[src/rtl/zap_ram_arb_pkg.sv]
// zap_ram_arb_pkg: shared width helper and read-tag type for the RAM read arbiter
package zap_ram_arb_pkg;
    localparam int MAX_NREQ = 4;
    function automatic int idx_w(input int n);
        return n > 1 ? $clog2(n) : 1;
    endfunction
    localparam int MAX_IW = idx_w(MAX_NREQ);
    typedef struct packed {
        logic              v;
        logic [MAX_IW-1:0] id;
    } tag_t;
endpackage

[src/rtl/zap_ram_arb_tagpipe.sv]
// zap_ram_arb_tagpipe: RD_LAT-deep clock-enabled tag shift register (i_tag in at stage 0, o_tag from last stage)
module zap_ram_arb_tagpipe
    import zap_ram_arb_pkg::*;
#(
    parameter int RD_LAT = 3
) (
    input  logic i_clk,
    input  logic i_reset,
    input  logic i_clken,
    input  tag_t i_tag,
    output tag_t o_tag
);
    tag_t tag_q [RD_LAT];
    tag_t tag_d [RD_LAT];

    always_comb begin
        tag_d[0] = i_clken ? i_tag : tag_q[0];
        for (int i = 1; i < RD_LAT; i++)
            tag_d[i] = i_clken ? tag_q[i-1] : tag_q[i];
    end

    always_ff @(posedge i_clk or posedge i_reset) begin
        if (i_reset)
            for (int i = 0; i < RD_LAT; i++)
                tag_q[i] <= '0;
        else
            for (int i = 0; i < RD_LAT; i++)
                tag_q[i] <= tag_d[i];
    end

    assign o_tag = tag_q[RD_LAT-1];
endmodule

[src/rtl/zap_ram_rd_arbiter.sv]
// zap_ram_rd_arbiter: round-robin read-port arbiter with latency-matched response steering; requester ports i_rd_*/o_rd_*, write pass-through i_wr_*, macro side o_ram_*/i_ram_rd_data
module zap_ram_rd_arbiter
    import zap_ram_arb_pkg::*;
#(
    parameter int WIDTH  = 32,
    parameter int DEPTH  = 32,
    parameter int NREQ   = 2,
    parameter int RD_LAT = 3,
    localparam int AW = idx_w(DEPTH),
    localparam int IW = idx_w(NREQ),
    localparam int CW = idx_w(RD_LAT + 1)
) (
    input  logic               i_clk,
    input  logic               i_reset,
    input  logic               i_clken,
    input  logic [NREQ-1:0]    i_rd_req,
    input  logic [NREQ*AW-1:0] i_rd_addr,
    output logic [NREQ-1:0]    o_rd_gnt,
    output logic [NREQ-1:0]    o_rd_valid,
    output logic [WIDTH-1:0]   o_rd_data,
    input  logic               i_wr_en,
    input  logic [AW-1:0]      i_wr_addr,
    input  logic [WIDTH-1:0]   i_wr_data,
    output logic               o_ram_clken,
    output logic               o_ram_wr_en,
    output logic [AW-1:0]      o_ram_wr_addr,
    output logic [WIDTH-1:0]   o_ram_wr_data,
    output logic [AW-1:0]      o_ram_rd_addr,
    input  logic [WIDTH-1:0]   i_ram_rd_data,
    output logic [CW-1:0]      o_inflight
);
    logic [IW-1:0] rr_ptr_q, rr_ptr_d, win, idx;
    logic [AW-1:0] last_addr_q, last_addr_d, win_addr;
    logic [CW-1:0] inflight_q, inflight_d;
    logic          found, xfer, retire;
    tag_t          head, tail;

    always_comb begin
        found = 1'b0;
        win   = '0;
        idx   = '0;
        for (int i = 0; i < NREQ; i++) begin
            idx = IW'((int'(rr_ptr_q) + i) % NREQ);
            if (!found && i_rd_req[idx]) begin
                found = 1'b1;
                win   = idx;
            end
        end
        xfer        = found & i_clken;
        win_addr    = i_rd_addr[int'(win)*AW +: AW];
        retire      = tail.v & i_clken;
        head        = '{v: xfer, id: MAX_IW'(win)};
        rr_ptr_d    = xfer ? IW'((int'(win) + 1) % NREQ) : rr_ptr_q;
        last_addr_d = xfer ? win_addr : last_addr_q;
        inflight_d  = inflight_q + CW'(xfer) - CW'(retire);
        o_rd_valid  = '0;
        for (int k = 0; k < NREQ; k++)
            o_rd_valid[k] = retire & (tail.id == MAX_IW'(k));
    end

    always_ff @(posedge i_clk or posedge i_reset) begin
        if (i_reset) begin
            rr_ptr_q    <= '0;
            last_addr_q <= '0;
            inflight_q  <= '0;
        end else begin
            rr_ptr_q    <= rr_ptr_d;
            last_addr_q <= last_addr_d;
            inflight_q  <= inflight_d;
        end
    end

    zap_ram_arb_tagpipe #(.RD_LAT(RD_LAT)) u_tagpipe (
        .i_clk   (i_clk),
        .i_reset (i_reset),
        .i_clken (i_clken),
        .i_tag   (head),
        .o_tag   (tail)
    );

    assign o_rd_gnt      = xfer ? NREQ'(1) << win : '0;
    assign o_rd_data     = i_ram_rd_data;
    assign o_ram_clken   = i_clken;
    assign o_ram_wr_en   = i_wr_en & i_clken;
    assign o_ram_wr_addr = i_wr_addr;
    assign o_ram_wr_data = i_wr_data;
    assign o_ram_rd_addr = xfer ? win_addr : last_addr_q;
    assign o_inflight    = inflight_q;
endmodule
[config.mk]
export PLATFORM = sky130hd
export DESIGN_NAME = zap_ram_rd_arbiter
export DESIGN_NICKNAME = d
export VERILOG_FILES = /design/src/rtl/zap_ram_arb_pkg.sv /design/src/rtl/zap_ram_arb_tagpipe.sv /design/src/rtl/zap_ram_rd_arbiter.sv
export SDC_FILE = /design/constraint.sdc
export NUM_CORES = 1
export LEC_CHECK = 0
export ABC_AREA = 1
export BUFFER_PORTS_ARGS = -buffer_cell sky130_fd_sc_hd__buf_2
export CORE_MARGIN = 8
export CORE_UTILIZATION = 28
export DETAILED_ROUTE_END_ITERATION = 8
export PLACE_DENSITY = 0.78
export SYNTH_ARGS = -nofsm -noshare
export SYNTH_HDL_FRONTEND = slang
export SYNTH_SLANG_ARGS = --single-unit
[constraint.sdc]
create_clock -name i_clk -period 1.1 [get_ports i_clk]
set_input_delay 0.22 -clock i_clk [delete_from_list [all_inputs] [get_ports i_clk]]
set_output_delay 0.22 -clock i_clk [all_outputs]
set_load 0.005 [all_outputs]
==> impl_results.md <==
* Cell-internal power at 1.17 mW
* Maxcap violations at 0
* Mean post-synth cell area at 8.21 µm²
* Worst slew pin tran at 0.351 ns
* I/O pins at 167
* Synth top area cells: buf_4 (44%), dfrtp_1 (29%), nand2_1 (5.9%)
* Synth Instances at 147
* Clock latency on the worst-skew pair at 0.24 ns
* Final HPWL DP at 1.99 mm
* Residual DRC at 0
* Fmax at 699 MHz
* H-tree depth at 1
* Power per cell area at 1340 mW/mm²
* RD Place Congestion at 0.757
* Critical Path AT at 1.21 ns
* Max Root-Sink Buffers at 2
* Core box area at 0.00426 mm²
* Die area at 0.00667 mm²
* First-pass GRT wire length at 4.33 mm
* Vias in the first global route at 929
* Maximum vdd drop at 631 µV
* Die W at 81.7 µm
* NumNets Final at 220
* Async set-reset flop share out of synthesis at 100%
* Startpoint types: flip-flop
* Syn Nets at 233
* Post-synth EDFFs at 0
* Final ANT Viol Nets at 0
* Dpl ws at -0.192 ns
* Worst Path Required at 0.88 ns
* Port-buffer cells at 28
* Cell with the most instances after synthesis: buf_4
* Clock Skews at 0.00339 ns
* Num CTS Buffers at 3
* CTS clk-pin slew, worst paths at 0.06 ns
* Hold Vio Cnt, Final at 0
* Sw frac at 30.4%
* Slew HR at 76.6%
* Total GRT Usage at 8.27%
* Tcrit/Tclk final at 130%
* Failing checks: negative setup slack
* Initial antenna violation count at 0
* Root buf cell: clkbuf_8
* Status: complete, but fails checks
* Clk sinks at 14
* Net Sw Power at 0.512 mW
* Main combinational cell family by area after synthesis: buffers and inverters
* Fin crit period at 1.43 ns
* Share of the synthesized area in the top cell type at 44.1%
* Mux share of post-synthesis cell area at 0%
* # setup viols final at 15
* Synth Area in Compound Gates at 4.56%
* TritonRoute pass-1 iters at 4
* Area grow syn2layout at 3.63%
* Hold Crit Class: primary input to flip-flop
* Via density at 4.45
* Area post-placement at 973 µm²
* Setup ws final at -0.330 ns
* DR iter-0 viols at 10
* Largest net degree at the start of global routing at 15
* Cell accounting for the most synthesized area: buf_4
* CP Max Fanout at 7
* Routed WL per cell at 15.1 µm
* Cell count after placement at 167
* Vias at 819
* Yosys cell types at 19
* Ant. Diodes at 0
* Synth top cells by count: buf_4 (71), nand2_1 (19), dfrtp_1 (14)
* Simple-Gate Fraction of Synth Area at 16.7%
* WS Path Type: flip-flop to output port
* Die height at 81.7 µm
* Seq pwr share at 40.3%
* Adder-Cell Fraction of Synth Area at 1.04%
* Leakage Power at 0.650 nW
* Post-synthesis xor/xnor area fraction at 0.725%
* Post-route cell area at 0.00125 mm²
* Clock Power Share at 24.3%
* Grt ovf at 0
* Max Slew Vio Count at 0
* RSZ-0062 raised after global routing: true
* Core Rows at 24
* Crit end category: output port
* CTS tree: yes
* Sequential share of the synthesized area at 29.0%
* Initial Utilization at 28.3%
* Layout Cells excl Fill at 184
* Layout cells sized above 1 at 64.4%
* Mapped cell area at 0.00121 mm²
* Synth Warn # at 0
* Combinational power share at 35.4%
* Top FF cell, synth: dfrtp_1
* Flops & latches, synth at 14
* Final WL at 2.77 mm
[power by group through the flow]
stage	Combinational (mW)	Sequential, mW	Clock, mW
after floorplan	0.411	0.666	0
after global placement	0.423	0.667	0
after detailed placement	0.429	0.676	0
after CTS	0.571	0.669	0.424
after global routing	0.670	0.688	0.448
final	0.595	0.678	0.409
[stage by stage]
step           hold WS (ns)  utilization (%)  TNS, ns  total power [mW]
3_3_place_gp          0.226             22.8   -0.739              1.09
3_5_place_dp          0.226             22.8   -0.807              1.10
4_1_cts               0.406             28.4    -3.10              1.66
2_1_floorplan         0.109                -   -0.118              1.08
6_report              0.336             29.3    -3.06              1.68
5_1_grt               0.364             29.3    -3.98              1.81
[worst max-delay path, cell delays in order (launching register included)]
cell and delay, ns:
dfrtp_1 0.38, inv_2 0.08, nand2_4 0.09, nand2_8 0.11, nand3_2 0.09, nand3_2 0.11
buf_2 0.11
[cell usage in the layout (no fill, tap or decap), drive strengths merged]
cell type,n
o21ai,6
dlygate4sd3,1
a21oi,2
dfrtp,14
nand2,21
ha,1
nand3,11
inv,8
xor2,1
buf,54
nor2,5
clkbuf,3
nand4,5
[sequential cells by signal (all words and copies together) (netlist names)]
register and count:
rr_ptr_q 1, o_inflight 2, u_tagpipe.tag_q 4, last_addr_q 5, u_tagpipe.o_tag 2
[worst paths after layout]
check / start / to / slack [ns] / cells after the start
worst max-delay path: rr_ptr_q$_DFFE_PP0P_ / o_ram_rd_addr[3] / -0.33 / 6
worst max register to register: rr_ptr_q$_DFFE_PP0P_ / last_addr_q[4]$_DFF_PP0_ / -0.25 / 9
min in group asynchronous: i_reset / last_addr_q[3]$_DFF_PP0_ / 0.53 / 4
worst min-delay path: i_rd_addr[1] / last_addr_q[1]$_DFF_PP0_ / 0.34 / 4
max in group asynchronous: i_reset / u_tagpipe.o_tag[2]$_DFFE_PP0P_ / 0.39 / 4
worst min register to register: u_tagpipe.tag_q[6]$_DFFE_PP0P_ / u_tagpipe.tag_q[3]$_DFFE_PP0P_ / 0.47 / 2
[cell families after synthesis]
kind of cell,count (synthesis)
xor+xnor,1
fa+ha+maj,1
simple gates,42
flops,14
compound gates,8
buf+inv,81
[layer usage]
| metal | vias to the layer above | track usage, % | wire [µm] |
|---|---|---|---|
| met5 | - | 0 | 0 |
| met4 | 0 | 4.56 | 56 |
| met3 | 18 | 4.27 | 310 |
| met2 | 60 | 13.1 | 1350 |
| met1 | 379 | 8.73 | 1060 |
| li1 | 362 | - | - |
[layout make-up]
cell class / count / area (µm²)
clock buffers: 3 / 41.3
fillers: 460 / 3010
inverters: 8 / 30.0
multi-input cells: 52 / 392
flip-flops and latches: 14 / 352
well taps: 52 / 65.1
repair buffers: 55 / 372
[repair_timing]
item | 4_1_cts | 5_1_grt
gates cloned | 0 | 0
pin swaps | 8 | 6
hold buffers | 1 | 0
endpoints found under the hold margin | 14 | 0
setup buffers | 14 | 2
resized for setup | 18 | 10
endpoints found under the setup margin | 10 | 16
Note: power is estimated with default switching activity, not from simulation.
